--- src/rtl/gray_pkg.sv ---
// Binary/Gray conversion helpers shared by the Gray-coded counter.
// Functions work at GRAY_MAX_W bits; callers zero-extend narrower values and truncate results.
package gray_pkg;

    localparam int GRAY_MAX_W = 32;

    function automatic logic [GRAY_MAX_W-1:0] b2g(input logic [GRAY_MAX_W-1:0] b);
        return b ^ (b >> 1);
    endfunction

    // Zero-extended upper bits leave the prefix XOR unchanged, so no width argument is needed.
    function automatic logic [GRAY_MAX_W-1:0] g2b(input logic [GRAY_MAX_W-1:0] g);
        logic [GRAY_MAX_W-1:0] b;
        b[GRAY_MAX_W-1] = g[GRAY_MAX_W-1];
        for (int i = GRAY_MAX_W - 2; i >= 0; i--) begin
            b[i] = b[i+1] ^ g[i];
        end
        return b;
    endfunction

endpackage

--- src/rtl/gray_updown_counter.sv ---
// Up/down counter holding binary state with a separately registered Gray copy,
// parallel load in either encoding, a registered wrap pulse and a combinational terminal count.
module gray_updown_counter
    import gray_pkg::*;
#(
    parameter int                WIDTH     = 8,
    parameter logic [WIDTH-1:0]  RESET_VAL = '0
) (
    input  logic             clk,
    input  logic             rst_n,
    input  logic             en,
    input  logic             up,
    input  logic             load,
    input  logic             load_gray,
    input  logic [WIDTH-1:0] load_val,
    output logic [WIDTH-1:0] bin,
    output logic [WIDTH-1:0] gray,
    output logic             wrap,
    output logic             tc
);

    localparam logic [WIDTH-1:0] RESET_GRAY = WIDTH'(b2g(GRAY_MAX_W'(RESET_VAL)));
    localparam logic [WIDTH-1:0] ALL_ONES   = '1;
    localparam logic [WIDTH-1:0] ONE        = WIDTH'(1);

    logic [WIDTH-1:0] bin_q, bin_d;
    logic [WIDTH-1:0] gray_q, gray_d;
    logic             wrap_q, wrap_d;

    // NOTE: every variable gets a default before the if-chain so no path leaves it unassigned (no latch).
    always_comb begin
        bin_d  = bin_q;
        gray_d = gray_q;
        wrap_d = 1'b0;
        if (load) begin
            if (load_gray) begin
                bin_d  = WIDTH'(g2b(GRAY_MAX_W'(load_val)));
                gray_d = load_val;
            end else begin
                bin_d  = load_val;
                gray_d = WIDTH'(b2g(GRAY_MAX_W'(load_val)));
            end
        end else if (en) begin
            if (up) begin
                bin_d  = bin_q + ONE;
                wrap_d = (bin_q == ALL_ONES);
            end else begin
                bin_d  = bin_q - ONE;
                wrap_d = (bin_q == '0);
            end
            // Gray is encoded from the next binary value so it lands in its own flop, glitch-free.
            gray_d = WIDTH'(b2g(GRAY_MAX_W'(bin_d)));
        end
    end

    // NOTE: sequential state uses non-blocking assignments so all flops update from pre-edge values.
    always_ff @(posedge clk or negedge rst_n) begin
        if (!rst_n) begin
            bin_q  <= RESET_VAL;
            gray_q <= RESET_GRAY;
            wrap_q <= 1'b0;
        end else begin
            bin_q  <= bin_d;
            gray_q <= gray_d;
            wrap_q <= wrap_d;
        end
    end

    assign bin  = bin_q;
    assign gray = gray_q;
    assign wrap = wrap_q;
    assign tc   = up ? (bin_q == ALL_ONES) : (bin_q == '0);

endmodule

--- config.mk ---
export PLATFORM = sky130hd
export DESIGN_NAME = gray_updown_counter
export DESIGN_NICKNAME = d
export VERILOG_FILES = /design/src/rtl/gray_pkg.sv /design/src/rtl/gray_updown_counter.sv
export SDC_FILE = /design/constraint.sdc
export NUM_CORES = 1
export LEC_CHECK = 0
export BUFFER_PORTS_ARGS = -buffer_cell sky130_fd_sc_hd__buf_2
export CORE_UTILIZATION = 54
export DETAILED_ROUTE_END_ITERATION = 8
export GPL_TIMING_DRIVEN = 0
export PLACE_DENSITY_LB_ADDON = 0.08
export SLEW_MARGIN = 20
export SYNTH_ARGS = -nofsm -noshare
export SYNTH_HDL_FRONTEND = slang
export SYNTH_SLANG_ARGS = --single-unit
export TNS_END_PERCENT = 1
--- constraint.sdc ---
create_clock -name clk -period 2.2 [get_ports clk]
set_input_delay 0 -clock clk [delete_from_list [all_inputs] [get_ports clk]]
set_output_delay 0 -clock clk [all_outputs]
set_load 0.01 [all_outputs]
# Yosys cells after proc, flatten, opt, wreduce, memory -nomap -nowiden
# Cells that the tools add are included.
word_totals:
  mem_bits_rw: 0
  latch_bits: 0
  register_bits: 17
  rom_bits: 0
  mem_count: 0
classes:
  n_reduce_logical: 2
  n_bitwise: 9
  eq_ne: 1
  multipliers: 0
  shifts: 0
  magnitude_cmp: 0
  addsub: 2
  div_mod_pow: 0
  muxes: 12
op_table:
  columns: ["op", "count"]
  rows:
  - ["$mux 8", 8]
  - ["$xor 8x7->8", 2]
  - ["$add 8x1->8 const B", 1]
  - ["$eq 8x8->1 const B", 1]
  - ["$logic_not 8->1", 1]
  - ["$sub 8x1->8 const B", 1]
  - ["$mux 7", 1]
  - ["$xor 1x1->1", 7]
  - ["$mux 1", 3]
  - ["$reduce_bool 2->1", 1]

# Longest topological paths before layout
depth:
  ltp_word: 9
  mapped_depth: 9
  mapped_depth_nobuf: 8

# Worst setup path before layout
# Ideal clock, no wire load.
synth_path:
  kind: "flip-flop to flip-flop"
  start: "register bin_q[0], in the netlist bin[0]"
  end: "register gray_q[6], in the netlist gray[6]"
  required_time_ps: 2131
  path_buffers: 1
  setup_slack_ps: 122
  arrival_ps: 2009
  period_less_slack_ps: 2078
  stages_incl_launch_ff: 10
  cell_sequence: "dfrtp_1 > clkbuf_2 > inv_1 > fa_1 > nor2b_1 > o31a_1 > nor4b_1 > a211o_1 > or3_1 > nand3_1"
synth_via:
  elab_chain_len: 7
  elab_cells_between_ends: 8
  cone_classes: "add/sub: 2; mux: 5; bitwise: 1"
synth_lines:
  columns: ["element", "line", "text"]
  rows:
  - ["from (decl)", "gray_updown_counter.sv:26", "logic [WIDTH-1:0] bin_q, bin_d;"]
  - ["from (signal assigned)", "gray_updown_counter.sv:63", "bin_q <= bin_d;"]
  - ["$sub 8x1->8 or $add 8x1->8 (tied branches)", "gray_updown_counter.sv:48, gray_updown_counter.sv:45", null]
  - ["$mux 8 *", "gray_updown_counter.sv:44", "if (up) begin"]
  - ["$mux 8 *", "gray_updown_counter.sv:43", "end else if (en) begin"]
  - ["$mux 8 *", "gray_updown_counter.sv:35", "if (load) begin"]
  - ["$xor 8x7->8 *", "gray_pkg.sv:8", "return b ^ (b >> 1);"]
  - ["$mux 8 *", "gray_updown_counter.sv:43", null]
  - ["$mux 8 *", "gray_updown_counter.sv:35", null]
  - ["to (signal assigned)", "gray_updown_counter.sv:64", "gray_q <= gray_d;"]
  - ["to (decl)", "gray_updown_counter.sv:27", "logic [WIDTH-1:0] gray_q, gray_d;"]
# Mark *: on every way between the ends. The rest lies on a longest branch, timed or not. The select of a mux whose other input is x is not followed.
# A chain may end at the register's enable or synchronous reset.

# Final worst setup path
# Same ends and word-level chain as after synthesis.

==> results.cfg <==
[floorplanning]
die_h_microns = 52.9
start_util = 0.569
fp-row-count = 18
core_region_area_sq_um = 2450
die-area_sq_um = 2800
ioPinCount = 32
die-width_microns = 52.9

[placement]
place_ws_ns = 0.0305
io_buffers = 29
hpwl_microns = 2470
routabilityCongestion = 0.800
place_area_sq_um = 1580

[drt]
firstDrtPassIters = 4
drt_wl_total_microns = 3200
avgViaCountPerCell = 5.60
drc = 0
ant_nets = 0
num_vias = 1259
drt_iter0_drc = 28
wire_per_inst_microns = 14.2

[critical_path]
critPathRequiredTime_ns = 2.44
worstSetupEndpointType = register
worstPathArrival_ns = 2.37
start_kind = register
worstPathMaxFanout = 6
critical_path_class = reg2reg

[sta]
min_period_ns = 2.13
clock_skew_ns = 0.00497
hold_violations = 0
rsz0062_at_grt = false
finalSetupViolCount = 0
tightest_slew_ns = 0.543
slew_headroom = 0.638
holdWs_ns = 0.0133
max_freq_mhz = 470
timing.final.crit_share = 0.967
setup_ws_ns = 0.0727
slew_violations = 0
finalSetupTns_ns = 0

[yosys]
synth_cells = 159
synth_edf_count = 0
ys.flop_type = dfrtp_1
synth_cell_type_count = 42
syn_area_per_cell_sq_um = 8.79
ys_seq_area_frac = 0.286
syn-num-nets = 180
synth_area_sq_um = 1400
synth-seq-cells = 16
async_flop_share = 1.00
yosys_warnings = 0

[pwr]
ir_worst_vdd_uv = 640
p_leak_nw = 0.759
power_density_nw_per_um2 = 910

[global_route]
grt_overflow = 0
antenna_found_initial = 0
grt_pass1_vias = 1185
grt_pass1_wl_microns = 5240
grt.total_usage = 0.261
grt_max_degree = 17

[final_layout]
fin_area_sq_um = 1670
utilization = 0.682
antennaDiodeCount = 0
final_layout_size_suffix_gt1_frac = 0.262
area_growth_pct = 19.8
num-nets-final = 217

[clock_tree]
cts_sinks = 16
cts_max_level = 1
clkTransAtPathRegs_ns = 0.10
cts_tree = yes
clock-root-buffer = clkbuf_4
cts_buffers = 3
clock_latency_ns = 0.29
clock_path_buffers = 2

[worst_hold_path]
hp-class = in2reg

[run]
cap_violations = 0

[run_status]
status = finished, final reports clean
-- routing by layer --
metal  global-route usage  part of all wire  routed length, microns  vias to the layer above
met3               0.0603             0.041                     131                        0
met4               0.0395                 0                       0                        0
li1                     -                 -                       -                      628
met2                0.451              0.51                    1620                       27
met5                    0                 0                       0                        -
met1                0.333              0.45                    1450                      604
-- stage by stage --
| stage | power [mW] | instances |
|---|---|---|
| floorplan | 1.05 | 159 |
| global placement | 1.25 | 218 |
| detailed placement | 1.28 | 218 |
| CTS | 1.50 | 225 |
| global route | 1.65 | 225 |
| finish | 1.52 | 225 |
-- state kept, by name (all words and copies together), names as in the netlist --
| signal | cells |
|---|---|
| gray | 7 |
| wrap | 1 |
| bin | 8 |
-- cells by family (layout without fill, tap and decap cells) --
family,Yosys count,in the layout,synth area share
AO/OA/AOI/OAI,38,38,0.167
buffers and inverters,13,49,0.0564
multiplexers,5,5,0.0367
flip-flops,16,16,0.286
AND/OR/NAND/NOR,52,52,0.193
adder cells (fa/ha/maj),7,7,0.0680
XOR/XNOR,28,28,0.192
-- layout make-up --
| class | count | area (sq um) |
|---|---|---|
| Multi-Input combinational cell | 130 | 945 |
| Fill cell | 214 | 781 |
| Sequential cell | 16 | 402 |
| Timing Repair Buffer | 32 | 173 |
| Buffer | 8 | 62.6 |
| Tap cell | 30 | 37.5 |
| Clock buffer | 4 | 36.3 |
| Inverter | 5 | 18.8 |
-- worst max-delay path, cell delays in order, from the launching register on --
cell and delay, ns:
dfrtp_1 0.39, clkbuf_4 0.17, inv_1 0.08, fa_2 0.23, nor2b_2 0.05, o31a_1 0.30
buf_4 0.15, a211o_1 0.31, or3_1 0.32, nand3_1 0.07
-- Yosys cell counts, types with 2 or more instances --
cell type / instances / area share
a211oi_1: 2 / 0.011
a21oi_1: 9 / 0.032
a22oi_1: 5 / 0.027
a31oi_1: 3 / 0.013
buf_4: 2 / 0.011
clkbuf_8: 2 / 0.020
dfrtp_1: 16 / 0.29
ha_1: 6 / 0.054
inv_1: 5 / 0.013
mux2i_1: 4 / 0.029
nand2_1: 14 / 0.038
nand2b_1: 6 / 0.027
nand3_1: 3 / 0.011
nor2_1: 9 / 0.024
nor2b_1: 7 / 0.031
nor3_1: 3 / 0.011
o21a_1: 2 / 0.011
o21ai_0: 12 / 0.043
or3_1: 2 / 0.0090
xnor2_1: 16 / 0.10
xor2_1: 10 / 0.063
-- final timing paths --
path	slack (ns)	endpoint	cells after the start	from
worst max-delay path	0.07	gray[6]$_DFFE_PN0P_	9	bin[0]$_DFFE_PN0P_
worst min-delay path	0.01	gray[1]$_DFFE_PN0P_	3	load_val[1]
worst max register to register	0.07	gray[6]$_DFFE_PN0P_	9	bin[0]$_DFFE_PN0P_
worst min register to register	0.52	gray[4]$_DFFE_PN0P_	2	gray[4]$_DFFE_PN0P_
max in group asynchronous	1.76	bin[2]$_DFFE_PN0P_	2	rst_n
min in group asynchronous	0.15	gray[6]$_DFFE_PN0P_	2	rst_n
-- placed cells by master, fill, tap and decap left out, types with 2 or more instances in the layout --
cell	Yosys	layout
a211oi_1	2	2
a21oi_1	9	8
a22oi_1	5	5
a31oi_1	3	3
buf_2	1	30
buf_4	2	3
clkbuf_4	0	4
clkbuf_8	2	3
dfrtp_1	16	15
dlygate4sd3_1	0	2
ha_1	6	5
inv_1	5	5
mux2i_1	4	4
nand2_1	14	14
nand2b_1	6	6
nand3_1	3	3
nor2_1	9	9
nor2b_1	7	6
nor3_1	3	2
o21a_1	2	2
o21ai_0	12	12
or3_1	2	2
xnor2_1	16	16
xor2_1	10	10
-- timing repair --
action                                  4_1_cts  5_1_grt
endpoints found under the setup margin        1        3
hold buffers                                  2        0
gates resized for setup                       1        6
endpoints found under the hold margin        17        0
setup buffers                                 1        0
pin swaps                                     1        0
-- power by group --
group	switching, mW	internal, mW
clock network	0.0989	0.101
logic	0.461	0.413
registers	0.0777	0.373
total	0.637	0.887
Power figures use the tool's default switching activity.
